File: src/rtl/spi_slave_defs_pkg.sv
// Shared definitions for the SPI slave: register map, CTRL/STATUS bit
// positions, FSM encoding and character-length helper.
package spi_slave_defs;

   localparam logic [2:0] REG_RX     = 3'd0;
   localparam logic [2:0] REG_TX     = 3'd1;
   localparam logic [2:0] REG_CTRL   = 3'd2;
   localparam logic [2:0] REG_STATUS = 3'd3;

   localparam int CTRL_W    = 10;
   localparam int CTRL_CPOL = 5;
   localparam int CTRL_CPHA = 6;
   localparam int CTRL_LSB  = 7;
   localparam int CTRL_IE   = 8;
   localparam int CTRL_EN   = 9;

   localparam int STAT_RX_FULL  = 0;
   localparam int STAT_TX_EMPTY = 1;
   localparam int STAT_OVERRUN  = 2;
   localparam int STAT_ACTIVE   = 3;
   localparam int STAT_UNDERRUN = 4;

   localparam int MAX_CHAR_LEN = 32;

   typedef enum logic [1:0] {
      S_IDLE  = 2'd0,
      S_LOAD  = 2'd1,
      S_SHIFT = 2'd2
   } spi_state_e;

   // A char_len field of 0 encodes the maximum character length.
   function automatic logic [5:0] char_bits(input logic [4:0] len);
      return (len == 5'd0) ? 6'(MAX_CHAR_LEN) : {1'b0, len};
   endfunction

endpackage

File: src/rtl/spi_slave_sync.sv
// Multi-flop synchronizer for one asynchronous SPI pad, with rise/fall
// pulses derived from the synchronized level.
module spi_slave_sync #(
   parameter int   STAGES  = 2,
   parameter logic RST_VAL = 1'b0
) (
   input  logic clk_i,
   input  logic rst_ni,
   input  logic pad_i,
   output logic level_o,
   output logic rise_o,
   output logic fall_o
);

   logic [STAGES-1:0] sync_q;
   logic              prev_q;

   always_ff @(posedge clk_i) begin
      if (!rst_ni) begin
         sync_q <= {STAGES{RST_VAL}};
         prev_q <= RST_VAL;
      end else begin
         sync_q <= {sync_q[STAGES-2:0], pad_i};
         prev_q <= sync_q[STAGES-1];
      end
   end

   assign level_o = sync_q[STAGES-1];
   assign rise_o  = level_o & ~prev_q;
   assign fall_o  = ~level_o & prev_q;

endmodule

File: src/rtl/spi_slave_top.sv
// SPI slave with a Wishbone register interface: synchronizes the SPI pads
// into wb_clk_i, shifts characters of 1..32 bits in all four SPI modes.
module spi_slave_top
   import spi_slave_defs::*;
#(
   parameter int SYNC_STAGES = 2
) (
   input  logic        wb_clk_i,
   input  logic        wb_rst_ni,
   input  logic [4:0]  wb_adr_i,
   input  logic [31:0] wb_dat_i,
   output logic [31:0] wb_dat_o,
   input  logic [3:0]  wb_sel_i,
   input  logic        wb_we_i,
   input  logic        wb_stb_i,
   input  logic        wb_cyc_i,
   output logic        wb_ack_o,
   output logic        wb_err_o,
   output logic        wb_int_o,
   input  logic        ss_pad_i,
   input  logic        sclk_pad_i,
   input  logic        mosi_pad_i,
   output logic        miso_pad_o,
   output logic        miso_padoen_o,
   output logic [1:0]  dbg_state_o
);

   logic ss_s, ss_rise, ss_fall;
   logic sclk_s, sclk_rise, sclk_fall;
   logic mosi_s, mosi_rise, mosi_fall;

   spi_slave_sync #(.STAGES(SYNC_STAGES), .RST_VAL(1'b1)) u_sync_ss (
      .clk_i(wb_clk_i), .rst_ni(wb_rst_ni), .pad_i(ss_pad_i),
      .level_o(ss_s), .rise_o(ss_rise), .fall_o(ss_fall)
   );
   spi_slave_sync #(.STAGES(SYNC_STAGES), .RST_VAL(1'b0)) u_sync_sclk (
      .clk_i(wb_clk_i), .rst_ni(wb_rst_ni), .pad_i(sclk_pad_i),
      .level_o(sclk_s), .rise_o(sclk_rise), .fall_o(sclk_fall)
   );
   spi_slave_sync #(.STAGES(SYNC_STAGES), .RST_VAL(1'b0)) u_sync_mosi (
      .clk_i(wb_clk_i), .rst_ni(wb_rst_ni), .pad_i(mosi_pad_i),
      .level_o(mosi_s), .rise_o(mosi_rise), .fall_o(mosi_fall)
   );

   spi_state_e        state_q;
   logic [CTRL_W-1:0] ctrl_q;
   logic [31:0]       rx_q, tx_q, tx_sr_q, rx_sr_q, dat_q;
   logic [5:0]        bit_cnt_q;
   logic              rx_full_q, tx_empty_q, overrun_q, underrun_q;
   logic              miso_q, padoen_q, ack_q, int_q;

   logic        cpol, cpha, lsb_first, ie, en;
   logic [4:0]  msb_idx;
   logic [5:0]  len_bits;
   logic        lead_edge, trail_edge, sample_edge, drive_edge, complete;
   logic        access, rd, wr, rx_read, tx_write, ctrl_write, status_write;
   logic [2:0]  reg_sel;
   logic [4:0]  status;
   logic [31:0] load_data_d, rx_shift_d, rd_data_d;
   logic        unused_ok;

   assign cpol      = ctrl_q[CTRL_CPOL];
   assign cpha      = ctrl_q[CTRL_CPHA];
   assign lsb_first = ctrl_q[CTRL_LSB];
   assign ie        = ctrl_q[CTRL_IE];
   assign en        = ctrl_q[CTRL_EN];
   assign msb_idx   = ctrl_q[4:0] - 5'd1;
   assign len_bits  = char_bits(ctrl_q[4:0]);

   // With cpha=0 the trailing edge that closes a character must not shift
   // the freshly loaded next character, hence the bit-counter guard.
   assign lead_edge   = cpol ? sclk_fall : sclk_rise;
   assign trail_edge  = cpol ? sclk_rise : sclk_fall;
   assign sample_edge = cpha ? trail_edge : lead_edge;
   assign drive_edge  = cpha ? lead_edge : (trail_edge && bit_cnt_q != 6'd0);
   assign complete    = (state_q == S_SHIFT) && sample_edge && (bit_cnt_q + 6'd1 == len_bits);

   assign access       = wb_cyc_i & wb_stb_i & ~ack_q;
   assign rd           = access & ~wb_we_i;
   assign wr           = access & wb_we_i;
   assign reg_sel      = wb_adr_i[4:2];
   assign rx_read      = rd && (reg_sel == REG_RX);
   assign tx_write     = wr && (reg_sel == REG_TX);
   assign ctrl_write   = wr && (reg_sel == REG_CTRL) && (state_q == S_IDLE);
   assign status_write = wr && (reg_sel == REG_STATUS);

   assign status      = {underrun_q, state_q != S_IDLE, overrun_q, tx_empty_q, rx_full_q};
   assign load_data_d = tx_empty_q ? 32'd0 : tx_q;
   assign rx_shift_d  = lsb_first ? ((rx_sr_q >> 1) | ({31'd0, mosi_s} << msb_idx))
                                  : {rx_sr_q[30:0], mosi_s};

   function automatic logic out_bit(input logic [31:0] sr, input logic lsb, input logic [4:0] msb);
      return lsb ? sr[0] : sr[msb];
   endfunction

   function automatic logic [31:0] advance(input logic [31:0] sr, input logic lsb);
      return lsb ? (sr >> 1) : (sr << 1);
   endfunction

   always_comb begin
      rd_data_d = 32'd0;
      case (reg_sel)
         REG_RX:     rd_data_d = rx_q;
         REG_TX:     rd_data_d = tx_q;
         REG_CTRL:   rd_data_d = {{(32-CTRL_W){1'b0}}, ctrl_q};
         REG_STATUS: rd_data_d = {27'd0, status};
         default:    rd_data_d = 32'd0;
      endcase
   end

   always_ff @(posedge wb_clk_i) begin
      if (!wb_rst_ni) begin
         state_q    <= S_IDLE;
         ctrl_q     <= '0;
         rx_q       <= 32'd0;
         tx_q       <= 32'd0;
         tx_sr_q    <= 32'd0;
         rx_sr_q    <= 32'd0;
         dat_q      <= 32'd0;
         bit_cnt_q  <= 6'd0;
         rx_full_q  <= 1'b0;
         tx_empty_q <= 1'b1;
         overrun_q  <= 1'b0;
         underrun_q <= 1'b0;
         miso_q     <= 1'b0;
         padoen_q   <= 1'b1;
         ack_q      <= 1'b0;
         int_q      <= 1'b0;
      end else begin
         ack_q    <= access;
         int_q    <= ie & (rx_full_q | overrun_q | underrun_q);
         padoen_q <= ss_s | ~en;
         if (rd) dat_q <= rd_data_d;

         // Bus-side clears come first so that shift-side sets override them.
         if (rx_read) rx_full_q <= 1'b0;
         if (status_write && wb_sel_i[0]) begin
            if (wb_dat_i[STAT_OVERRUN])  overrun_q  <= 1'b0;
            if (wb_dat_i[STAT_UNDERRUN]) underrun_q <= 1'b0;
         end
         if (ctrl_write && wb_sel_i[0]) ctrl_q[7:0] <= wb_dat_i[7:0];
         if (ctrl_write && wb_sel_i[1]) ctrl_q[9:8] <= wb_dat_i[9:8];

         if (ss_s || !en) begin
            state_q   <= S_IDLE;
            bit_cnt_q <= 6'd0;
         end else begin
            case (state_q)
               S_IDLE: if (ss_fall) state_q <= S_LOAD;
               S_LOAD: begin
                  state_q    <= S_SHIFT;
                  bit_cnt_q  <= 6'd0;
                  rx_sr_q    <= 32'd0;
                  tx_empty_q <= 1'b1;
                  if (tx_empty_q) underrun_q <= 1'b1;
                  if (!cpha) begin
                     miso_q  <= out_bit(load_data_d, lsb_first, msb_idx);
                     tx_sr_q <= advance(load_data_d, lsb_first);
                  end else begin
                     tx_sr_q <= load_data_d;
                  end
               end
               S_SHIFT: begin
                  if (drive_edge) begin
                     miso_q  <= out_bit(tx_sr_q, lsb_first, msb_idx);
                     tx_sr_q <= advance(tx_sr_q, lsb_first);
                  end
                  if (complete) begin
                     state_q   <= S_LOAD;
                     bit_cnt_q <= 6'd0;
                     rx_q      <= rx_shift_d;
                     rx_full_q <= 1'b1;
                     if (rx_full_q && !rx_read) overrun_q <= 1'b1;
                  end else if (sample_edge) begin
                     bit_cnt_q <= bit_cnt_q + 6'd1;
                     rx_sr_q   <= rx_shift_d;
                  end
               end
               default: state_q <= S_IDLE;
            endcase
         end

         // A TX write landing on the LOAD cycle keeps the new value queued.
         if (tx_write) begin
            for (int i = 0; i < 4; i++) begin
               if (wb_sel_i[i]) tx_q[8*i +: 8] <= wb_dat_i[8*i +: 8];
            end
            tx_empty_q <= 1'b0;
         end
      end
   end

   assign wb_dat_o      = dat_q;
   assign wb_ack_o      = ack_q;
   assign wb_err_o      = 1'b0;
   assign wb_int_o      = int_q;
   assign miso_pad_o    = miso_q;
   assign miso_padoen_o = padoen_q;
   assign dbg_state_o   = state_q;
   assign unused_ok     = ^{wb_adr_i[1:0], ss_rise, mosi_rise, mosi_fall, sclk_s};

endmodule

File: config.mk
export PLATFORM = sky130hd
export DESIGN_NAME = spi_slave_top
export DESIGN_NICKNAME = d
export VERILOG_FILES = /design/src/rtl/spi_slave_defs_pkg.sv /design/src/rtl/spi_slave_sync.sv /design/src/rtl/spi_slave_top.sv
export SDC_FILE = /design/constraint.sdc
export NUM_CORES = 1
export LEC_CHECK = 0
export BUFFER_PORTS_ARGS = -buffer_cell sky130_fd_sc_hd__buf_2
export CORE_MARGIN = 1
export CORE_UTILIZATION = 50
export CTS_CLUSTER_SIZE = 25
export DETAILED_ROUTE_END_ITERATION = 10
export GPL_TIMING_DRIVEN = 0
export PLACE_DENSITY = 0.68
export SLEW_MARGIN = 40
export SYNTH_ARGS = -nofsm -noshare
export SYNTH_HDL_FRONTEND = slang
export SYNTH_SLANG_ARGS = --single-unit
File: constraint.sdc
create_clock -name wb_clk_i -period 3.9 [get_ports wb_clk_i]
set_clock_uncertainty 0.2 [all_clocks]
set_input_delay 0.585 -clock wb_clk_i [delete_from_list [all_inputs] [get_ports wb_clk_i]]
set_output_delay 0.585 -clock wb_clk_i [all_outputs]
set_load 0.02 [all_outputs]
==> flow_metrics.env <==
export IMPL_critPathMaxStageDelay_ps=550
export IMPL_grt_overflow_total=0
export IMPL_syn_cell_area_mm2=0.009961
export IMPL_worst_slack_ps=300.9
export IMPL_stdcell_count=1521
export IMPL_top_usage_layer="met2"
export IMPL_use_met3_pct=6.673
export IMPL_reg2reg_from="ctrl_q[0]"
export IMPL_ys_seq_area_share_pct=38.99
export IMPL_cp_max_fo=10
export IMPL_path_buf_inv=3
export IMPL_cts_buffers_inserted=17
export IMPL_ir_drop_v=0.0002982
export IMPL_cap_viol_max_count=0
export IMPL_use_met2_pct=50.45
export IMPL_ioPinCount=88
export IMPL_cts_tree="yes"
export IMPL_grt_max_degree=21
export IMPL_drtIter0Drc=934
export IMPL_worstHoldPathType="in2reg"
export IMPL_synth_edf_count=0
export IMPL_crit_required_ps=4040
export IMPL_status="completed"
export IMPL_fin_nets=1298
export IMPL_start_util_pct=51.01
export IMPL_stdcell_area_mm2=0.01128
export IMPL_grt_pass1_vias=8715
export IMPL_num_rows=51
export IMPL_grt_usage_pct=31.31
export IMPL_tightest_slew_ps=794.7
export IMPL_finalPower_mw=3.956
export IMPL_cp_slowest_cell="mux4_2"
export IMPL_synthTopCellsByArea="dfxtp_1 (39%), mux2i_1 (12%), nand2_1 (5.3%)"
export IMPL_cp_end_kind="flip-flop"
export IMPL_coreArea_mm2=0.01953
export IMPL_setup_violations=0
export IMPL_synth_most_common_cell="dfxtp_1"
export IMPL_gp_congestion=0.9521
export IMPL_hold_viol=0
export IMPL_clock_fmax_ghz=0.2778
export IMPL_synth_top_cell_area_share_pct=38.99
export IMPL_hp_start="ss_pad_i"
export IMPL_min_period_over_period_pct=92.28
export IMPL_grt_pass1_wl_um=48580
export IMPL_syn_inst=1144
export IMPL_power_per_cell_area_mw_per_mm2=350.8
export IMPL_clkTransAtPathRegs_ps=80
export IMPL_fin_crit_ps=3599
export IMPL_dp_slack_ps=-316.9
export IMPL_crit_path_start_kind="flip-flop"
export IMPL_critPathTopFamily="multiplexers"
export IMPL_wl_per_cell_um=20.65
export IMPL_yosys_warnings=0
export IMPL_slew_violations=0
export IMPL_fp_dieW_um=143.1
export IMPL_ys_flop_type="dfxtp_1"
export IMPL_die_area_mm2=0.02049
export IMPL_yosysUniqueCellTypes=56
export IMPL_die_y_um=143.1
export IMPL_cts_setup_buffers=0
export IMPL_cts_max_path_buffers=2
export IMPL_vias=9360
export IMPL_htree_levels=4
export IMPL_avgSynthCellArea_um2=8.707
export IMPL_antenna_found_initial=0
export IMPL_wl_um=31420
export IMPL_placed_area_mm2=0.01069
export IMPL_area_delta_synth_final_pct=13.23
export IMPL_yosysTopAreaCell="dfxtp_1"
export IMPL_worstPathArrival_ps=3740
export IMPL_place_port_buffers=80
export IMPL_hpwl_um=23230
export IMPL_rsz0062_at_grt="no"
export IMPL_placedCellCount=1489
export IMPL_firstDrtPassIters=6
export IMPL_cts_root_buf="clkbuf_16"
export IMPL_clk_latency_ps=440
export IMPL_startpoint="ctrl_q[0]"
export IMPL_drive_gt1_share_pct=11.95
export IMPL_fin_setup_tns_ps=0
export IMPL_critical_path_class="reg2reg"
export IMPL_crit_path_cell_trace="inv_1 -> ha_1 -> buf_2 -> inv_2 -> mux4_2 -> mux4_2 -> and2_0 -> o311a_1 -> o311a_1"
export IMPL_drc=0
export IMPL_grt_use_met1_pct=41.61
export IMPL_p_leak_nw=3.885
export IMPL_async_reset_ff_share_pct=0
export IMPL_viasPerCell=6.154
export IMPL_synthTopCellsByCount="dfxtp_1 (194), nand2_1 (140), mux2i_1 (119)"
export IMPL_relSlewSlack_pct=47.02
export IMPL_clock_sinks=194
export IMPL_ys_ff_latch=194
export IMPL_synth_nets=1200
export IMPL_antenna_left=0
-- through the flow --
stage | hold WS [ps] | utilization, %
CTS | 101.8 | 57.74
floorplan | 186.3 | -
global route | 121.0 | 57.75
global placement | 188.9 | 54.76
finish | 111.2 | 57.76
detailed placement | 210.3 | 54.76
-- sequential cells by signal, indices dropped and copies added, names as in the netlist, 6 cells and up --
| signal | cells |
|---|---|
| bit_cnt_q | 6 |
| rx_q | 32 |
| rx_sr_q | 32 |
| ctrl_q | 10 |
| tx_q | 32 |
| wb_dat_o | 32 |
| tx_sr_q | 32 |
-- routing by layer --
layer	wire (um)	up-vias	part of all wire [%]
li1	-	4383	-
met1	13570	4503	43
met2	14650	410	47
met3	2498	64	8.0
met4	701	0	2.2
met5	0	-	0
-- what timing repair did --
action / in CTS / in global routing
resized for setup: 1 / 1
pin swaps: 0 / 0
setup endpoints to repair: 1 / 1
hold buffers: 0 / 0
-- logic make-up after synthesis --
logic type,synth area share (%)
AOI/OAI and AO/OA,19.86
xor gates and xnor gates,1.131
adders and majority gates,0.8792
buffers and inverters,4.622
DFF,38.99
muxes,17.54
other,0.03765
and+or+nand+nor,16.95
-- cell usage in the layout, fill, tap and decap left out, drive strengths merged, types with 8 or more instances in the layout --
cell	count
a22oi	10
o21ai	49
nand2	140
clkbuf	92
o211ai	17
a211oi	33
nor2b	15
o2bb2ai	32
inv	20
and2	8
a221oi	23
a21oi	69
dfxtp	194
mux2i	119
a311o	16
nand3	43
nor2	118
mux4	24
buf	107
nor3	38
-- layout make-up --
| cell class | instances | area, um^2 |
|---|---|---|
| Fill cell | 1824 | 8248 |
| Buffer | 102 | 409.1 |
| Antenna cell | 1 | 2.502 |
| Inverter | 13 | 48.80 |
| Clock inverter | 15 | 158.9 |
| Tap cell | 265 | 331.6 |
| Sequential cell | 194 | 3885 |
| Timing Repair Buffer | 80 | 400.4 |
| Clock buffer | 17 | 425.4 |
| Multi-Input combinational cell | 834 | 5617 |
-- power by group --
group	internal [mW]	switching [mW]
Combinational	0.0623	0.134
Sequential	2.00	0.0137
Clock	0.859	0.892
Total	2.92	1.04
-- final timing paths --
kind	endpoint	slack (ps)	cells past startpoint
hold / removal	u_sync_ss.sync_q[0]	110	2
setup / recovery	miso_pad_o	300	9
hold reg to reg	u_sync_ss.sync_q[1]	230	1
setup reg to reg	miso_pad_o	300	9
No activity file was read; power rests on OpenSTA's default activity.
